<file path="config.mk">
export PLATFORM = sky130hd
export DESIGN_NAME = op_amp_frac_rms
export DESIGN_NICKNAME = d
export VERILOG_FILES = /design/src/rtl/op_amp_pkg.sv /design/src/rtl/op_amp_frac_rms_clk_div_tick.sv /design/src/rtl/op_amp_frac_rms.sv
export SDC_FILE = /design/constraint.sdc
export NUM_CORES = 1
export LEC_CHECK = 0
export BUFFER_PORTS_ARGS = -buffer_cell sky130_fd_sc_hd__buf_2
export CELL_PAD_IN_SITES_DETAIL_PLACEMENT = 0
export CELL_PAD_IN_SITES_GLOBAL_PLACEMENT = 1
export CORE_UTILIZATION = 54
export CTS_CLUSTER_SIZE = 12
export DETAILED_ROUTE_END_ITERATION = 10
export HOLD_SLACK_MARGIN = 0.05
export PLACE_DENSITY_LB_ADDON = 0.1
export SLEW_MARGIN = 30
export SYNTH_ARGS = -nofsm -noshare
export SYNTH_HDL_FRONTEND = slang
export SYNTH_SLANG_ARGS = --single-unit
</file>
<file path="constraint.sdc">
create_clock -name clk -period 12.3 [get_ports clk]
set_input_delay 0 -clock clk [delete_from_list [all_inputs] [get_ports clk]]
set_output_delay 0 -clock clk [all_outputs]
set_load 0.05 [all_outputs]
</file>
<file path="src/rtl/op_amp_pkg.sv">
// op_amp_pkg: shared widths, code types and the Q8.8 round-and-clip helper for op_amp_frac_rms
package op_amp_pkg;
  localparam int IN_W = 16;
  localparam int OUT_W = 32;
  localparam int Q_FRAC = 8;
  typedef logic [15:0] code_t;
  typedef logic [15:0] gain_q8_8_t;
  function automatic code_t sat_round_q8(input logic [31:0] prod, input code_t rail);
    logic [32:0] t;
    t = ({1'b0, prod} + 33'd128) >> Q_FRAC;
    return (t > {17'b0, rail}) ? rail : t[15:0];
  endfunction
endpackage

</file>
<file path="src/rtl/op_amp_frac_rms_clk_div_tick.sv">
// clk_div_tick: divides clk by DIV into a 50% duty clk_100k and a one-cycle tick on its falling phase
module clk_div_tick #(
  parameter int DIV = 1000
) (
  input  logic clk,
  input  logic rst,
  output logic clk_100k,
  output logic tick
);
  localparam int CW = $clog2(DIV);
  localparam logic [CW-1:0] LAST = CW'(DIV - 1);
  localparam logic [CW-1:0] HALF = CW'(DIV / 2 - 1);
  logic [CW-1:0] cnt;
  assign tick = cnt == LAST;
  always_ff @(posedge clk or posedge rst)
    if (rst) begin
      cnt <= '0;
      clk_100k <= 1'b0;
    end else begin
      cnt <= tick ? '0 : cnt + 1'b1;
      if (tick || cnt == HALF) clk_100k <= ~clk_100k;
    end
endmodule

</file>
<file path="src/rtl/op_amp_frac_rms.sv">
// op_amp_frac_rms: fractional-gain op-amp model sampled per tick with squared output; OPAMP_SLEW_LIMIT_EN adds slew limiting
module op_amp_frac_rms
  import op_amp_pkg::*;
#(
  parameter int         DIV    = 1000,
  parameter gain_q8_8_t GAIN_Q = 16'h0A80,
  parameter code_t      RAIL   = 16'hFFFF,
  parameter code_t      SLEW   = 16'd64
) (
  input  logic               clk,
  input  logic               reset_n,
  input  logic [IN_W-1:0]    non_inv,
  output logic [OUT_W-1:0]   square_out,
  output logic               clk_100k
);
  logic  tick, tick_d;
  code_t vout, target, nxt;
  clk_div_tick #(.DIV(DIV)) u_div (.clk(clk), .rst(reset_n), .clk_100k(clk_100k), .tick(tick));
  assign target = sat_round_q8({16'b0, non_inv} * {16'b0, GAIN_Q}, RAIL);
`ifdef OPAMP_SLEW_LIMIT_EN
  code_t up, dn;
  always_comb begin
    up  = target - vout;
    dn  = vout - target;
    nxt = (target > vout) ? vout + ((up > SLEW) ? SLEW : up)
                          : vout - ((dn > SLEW) ? SLEW : dn);
  end
`else
  assign nxt = target;
`endif
  always_ff @(posedge clk or posedge reset_n)
    if (reset_n) begin
      vout <= '0;
      tick_d <= 1'b0;
      square_out <= '0;
    end else begin
      tick_d <= tick;
      if (tick) vout <= nxt;
      if (tick_d) square_out <= {16'b0, vout} * {16'b0, vout};
    end
endmodule

</file>
==> flow_metrics.env <==
export IMPL_synthesis_nets=1612
export IMPL_cts_tree="done"
export IMPL_die_w_um=148.8
export IMPL_synthTopCellsByArea="fa_1, ha_1, dfrtp_1, inv_1, nand2_1"
export IMPL_avgRoutedWirePerCell_um=15.62
export IMPL_cts_sinks=59
export IMPL_io_buffers=49
export IMPL_clk_latency_ns=0.35
export IMPL_drv_cap=0
export IMPL_async_reset_ff_frac=1.000
export IMPL_powerDensity_nw_per_um2=56.39
export IMPL_grt_use_total=0.2397
export IMPL_grt_pass1_wl_um=41440
export IMPL_fin_crit_sh=0.5746
export IMPL_arrival_ns=7.30
export IMPL_fmax_ghz=0.1415
export IMPL_synth_edf_count=0
export IMPL_coreArea_sq_um=21090
export IMPL_avgSynthCellArea_sq_um=9.211
export IMPL_io_pins=51
export IMPL_drt_wl_total_um=24660
export IMPL_clock_path_buffers=2
export IMPL_syn_inst=1264
export IMPL_cts_resized_gates=0
export IMPL_drive_gt1_frac=0.09816
export IMPL_post_cts_buffers=0
export IMPL_final_min_clock_period_ns=7.067
export IMPL_drtIter0Drc=213
export IMPL_antenna_found_initial=0
export IMPL_grt_overflow=0
export IMPL_yosysTopAreaCell="fa_1"
export IMPL_worst_setup_path_type="reg -> reg"
export IMPL_clock_skew_final_ns=0.006606
export IMPL_via_per_inst=5.283
export IMPL_die_h_um=148.8
export IMPL_drc_errors=0
export IMPL_cts_htree_levels=3
export IMPL_drv_slew=0
export IMPL_numCtsBuffers=9
export IMPL_setup_viol=0
export IMPL_antenna_left=0
export IMPL_synth_seq_cells=59
export IMPL_end_kind="flop"
export IMPL_fin_util=0.5895
export IMPL_ys_seq_area_frac=0.1268
export IMPL_design_die_area_sq_um=22150
export IMPL_synth_cell_types=82
export IMPL_hold_viol_final=0
export IMPL_status="complete, no violations"
export IMPL_synthToLayoutAreaGrowth_pct=6.771
export IMPL_p_total_w=0.0007010
export IMPL_required_ns=12.53
export IMPL_ys_flop_type="dfrtp_1"
export IMPL_synth_top_cells_by_count="inv_1, fa_1, ha_1"
export IMPL_num_vias=8342
export IMPL_rsz0062_at_grt="no"
export IMPL_post_dp_hpwl_um=20660
export IMPL_slew_headroom=0.3920
export IMPL_cts_root_buf="clkbuf_16"
export IMPL_grt_max_degree=60
export IMPL_crit_fanout=18
export IMPL_ir_drop_mv=0.05455
export IMPL_drtPass1Iterations=4
export IMPL_worst_pin_slew_ns=0.8889
export IMPL_antenna_cells=0
export IMPL_syn_area_sq_um=11640
export IMPL_gp_congestion=0.8688
export IMPL_hp_class="in -> reg"
export IMPL_initial_core_util=0.5521
export IMPL_fin_nets=1648
export IMPL_grt_pass1_vias=8607
export IMPL_fin_setup_tns_ns=0
export IMPL_rows=53
export IMPL_synth_top_area_frac=0.3044
export IMPL_ys_warn_count=0
export IMPL_synth_most_common_cell="inv_1"
export IMPL_p_leak_nw=6.610
export IMPL_whs_ns=0.06976
export IMPL_cts_clk_slew_worst_paths_ns=0.06
export IMPL_start_kind="flop"
critical path, stage by stage (launching register included):
cell	delay (ns)
dfrtp_1	0.80
and2_1	0.28
inv_1	0.07
fa_1	0.51
inv_1	0.06
fa_1	0.50
inv_1	0.05
fa_1	0.47
inv_1	0.06
fa_1	0.50
fa_1	0.55
inv_1	0.05
fa_1	0.53
inv_1	0.04
ha_1	0.23
a2111oi_1	0.81
a2111oi_0	0.39
o2111ai_1	0.27
nand3_1	0.14
o41ai_2	0.28
xnor2_1	0.11
mux2_2	0.26
metal layers:
layer	track usage	wire length, um	vias up
met5	0	0	-
met4	0.06582	422	0
met3	0.02661	605	26
met2	0.4336	12950	95
met1	0.3023	10690	4156
li1	-	-	4065
cells in the final DEF (no fill, tap or decap), types with 3 or more instances in the layout:
| cell | instances |
|---|---|
| nand3b_1 | 4 |
| a211oi_1 | 5 |
| nor4_1 | 3 |
| mux2i_1 | 3 |
| nor3_1 | 11 |
| xnor2_1 | 40 |
| a221oi_1 | 3 |
| a21o_1 | 18 |
| a21oi_2 | 10 |
| o21ai_0 | 20 |
| buf_4 | 3 |
| dfrtp_1 | 59 |
| ha_1 | 153 |
| nor2_1 | 76 |
| o211ai_1 | 5 |
| o21bai_1 | 3 |
| or3_1 | 4 |
| o21a_1 | 7 |
| mux2_2 | 22 |
| buf_2 | 49 |
| nand2_1 | 106 |
| nor2b_1 | 12 |
| or2_2 | 4 |
| xor2_1 | 23 |
| a21oi_1 | 36 |
| and2_1 | 35 |
| nand2b_1 | 6 |
| nor3b_1 | 3 |
| fa_1 | 177 |
| nand4_1 | 7 |
| inv_1 | 298 |
| nand3_1 | 18 |
| clkbuf_16 | 9 |
where the power goes:
group | switching, W | total (W) | leakage, nW | internal, W
logic | 0.000149 | 0.000259 | 5.75 | 0.000109
clock network | 0.000102 | 0.000248 | 0.137 | 0.000146
registers | 0 | 0.000194 | 0.726 | 0.000194
total | 0.000252 | 0.000701 | 6.61 | 0.000449
registers in the layout, indices dropped and copies added (netlist names):
signal,cells
tick_d,1
square_out,31
u_div.clk_100k,1
u_div.cnt,10
vout,16
stage by stage:
stage	area, sq um	std cells	setup WS (ns)
global route	12430	1579	4.964
floorplan	11640	1264	5.984
global placement	12140	1563	5.250
finish	12430	1579	5.233
CTS	12430	1579	5.089
detailed placement	12140	1563	5.115
cell families (layout without fill, tap and decap cells):
kind of cell | Yosys count | in the layout | synth area share
adders and majority gates | 330 | 330 | 0.4688
buffers and inverters | 328 | 368 | 0.1067
and+or+nand+nor | 307 | 307 | 0.1292
AOI/OAI and AO/OA | 150 | 150 | 0.09555
xor gates and xnor gates | 64 | 64 | 0.04879
DFF | 59 | 59 | 0.1268
muxes | 25 | 25 | 0.02386
other | 1 | 1 | 0.0003221
worst paths after layout:
path | start | end | slack, ns | cells after the start
setup reg to reg | vout[6] | square_out[31] | 5.23 | 21
max in group asynchronous | reset_n | vout[8] | 11.35 | 4
min in group asynchronous | reset_n | square_out[30] | 0.43 | 4
hold / removal | non_inv[1] | vout[0] | 0.07 | 4
hold reg to reg | u_div.clk_100k | u_div.clk_100k | 0.47 | 1
setup / recovery | vout[6] | square_out[31] | 5.23 | 21
layout make-up:
cell class	instances	area (sq um)
Sequential cell	59	1476
Timing Repair Buffer	53	277.8
Inverter	300	1126
Multi-Input combinational cell	877	8927
Clock buffer	11	252.7
Fill cell	1976	8657
Clock inverter	4	26.28
Tap cell	275	344.1
timing repair:
| item | 4_1_cts | 5_1_grt |
|---|---|---|
| endpoints found under the setup margin | 0 | 0 |
| hold buffers | 1 | 0 |
| hold endpoints to repair | 59 | 0 |
(Power assumes the default switching activity.)
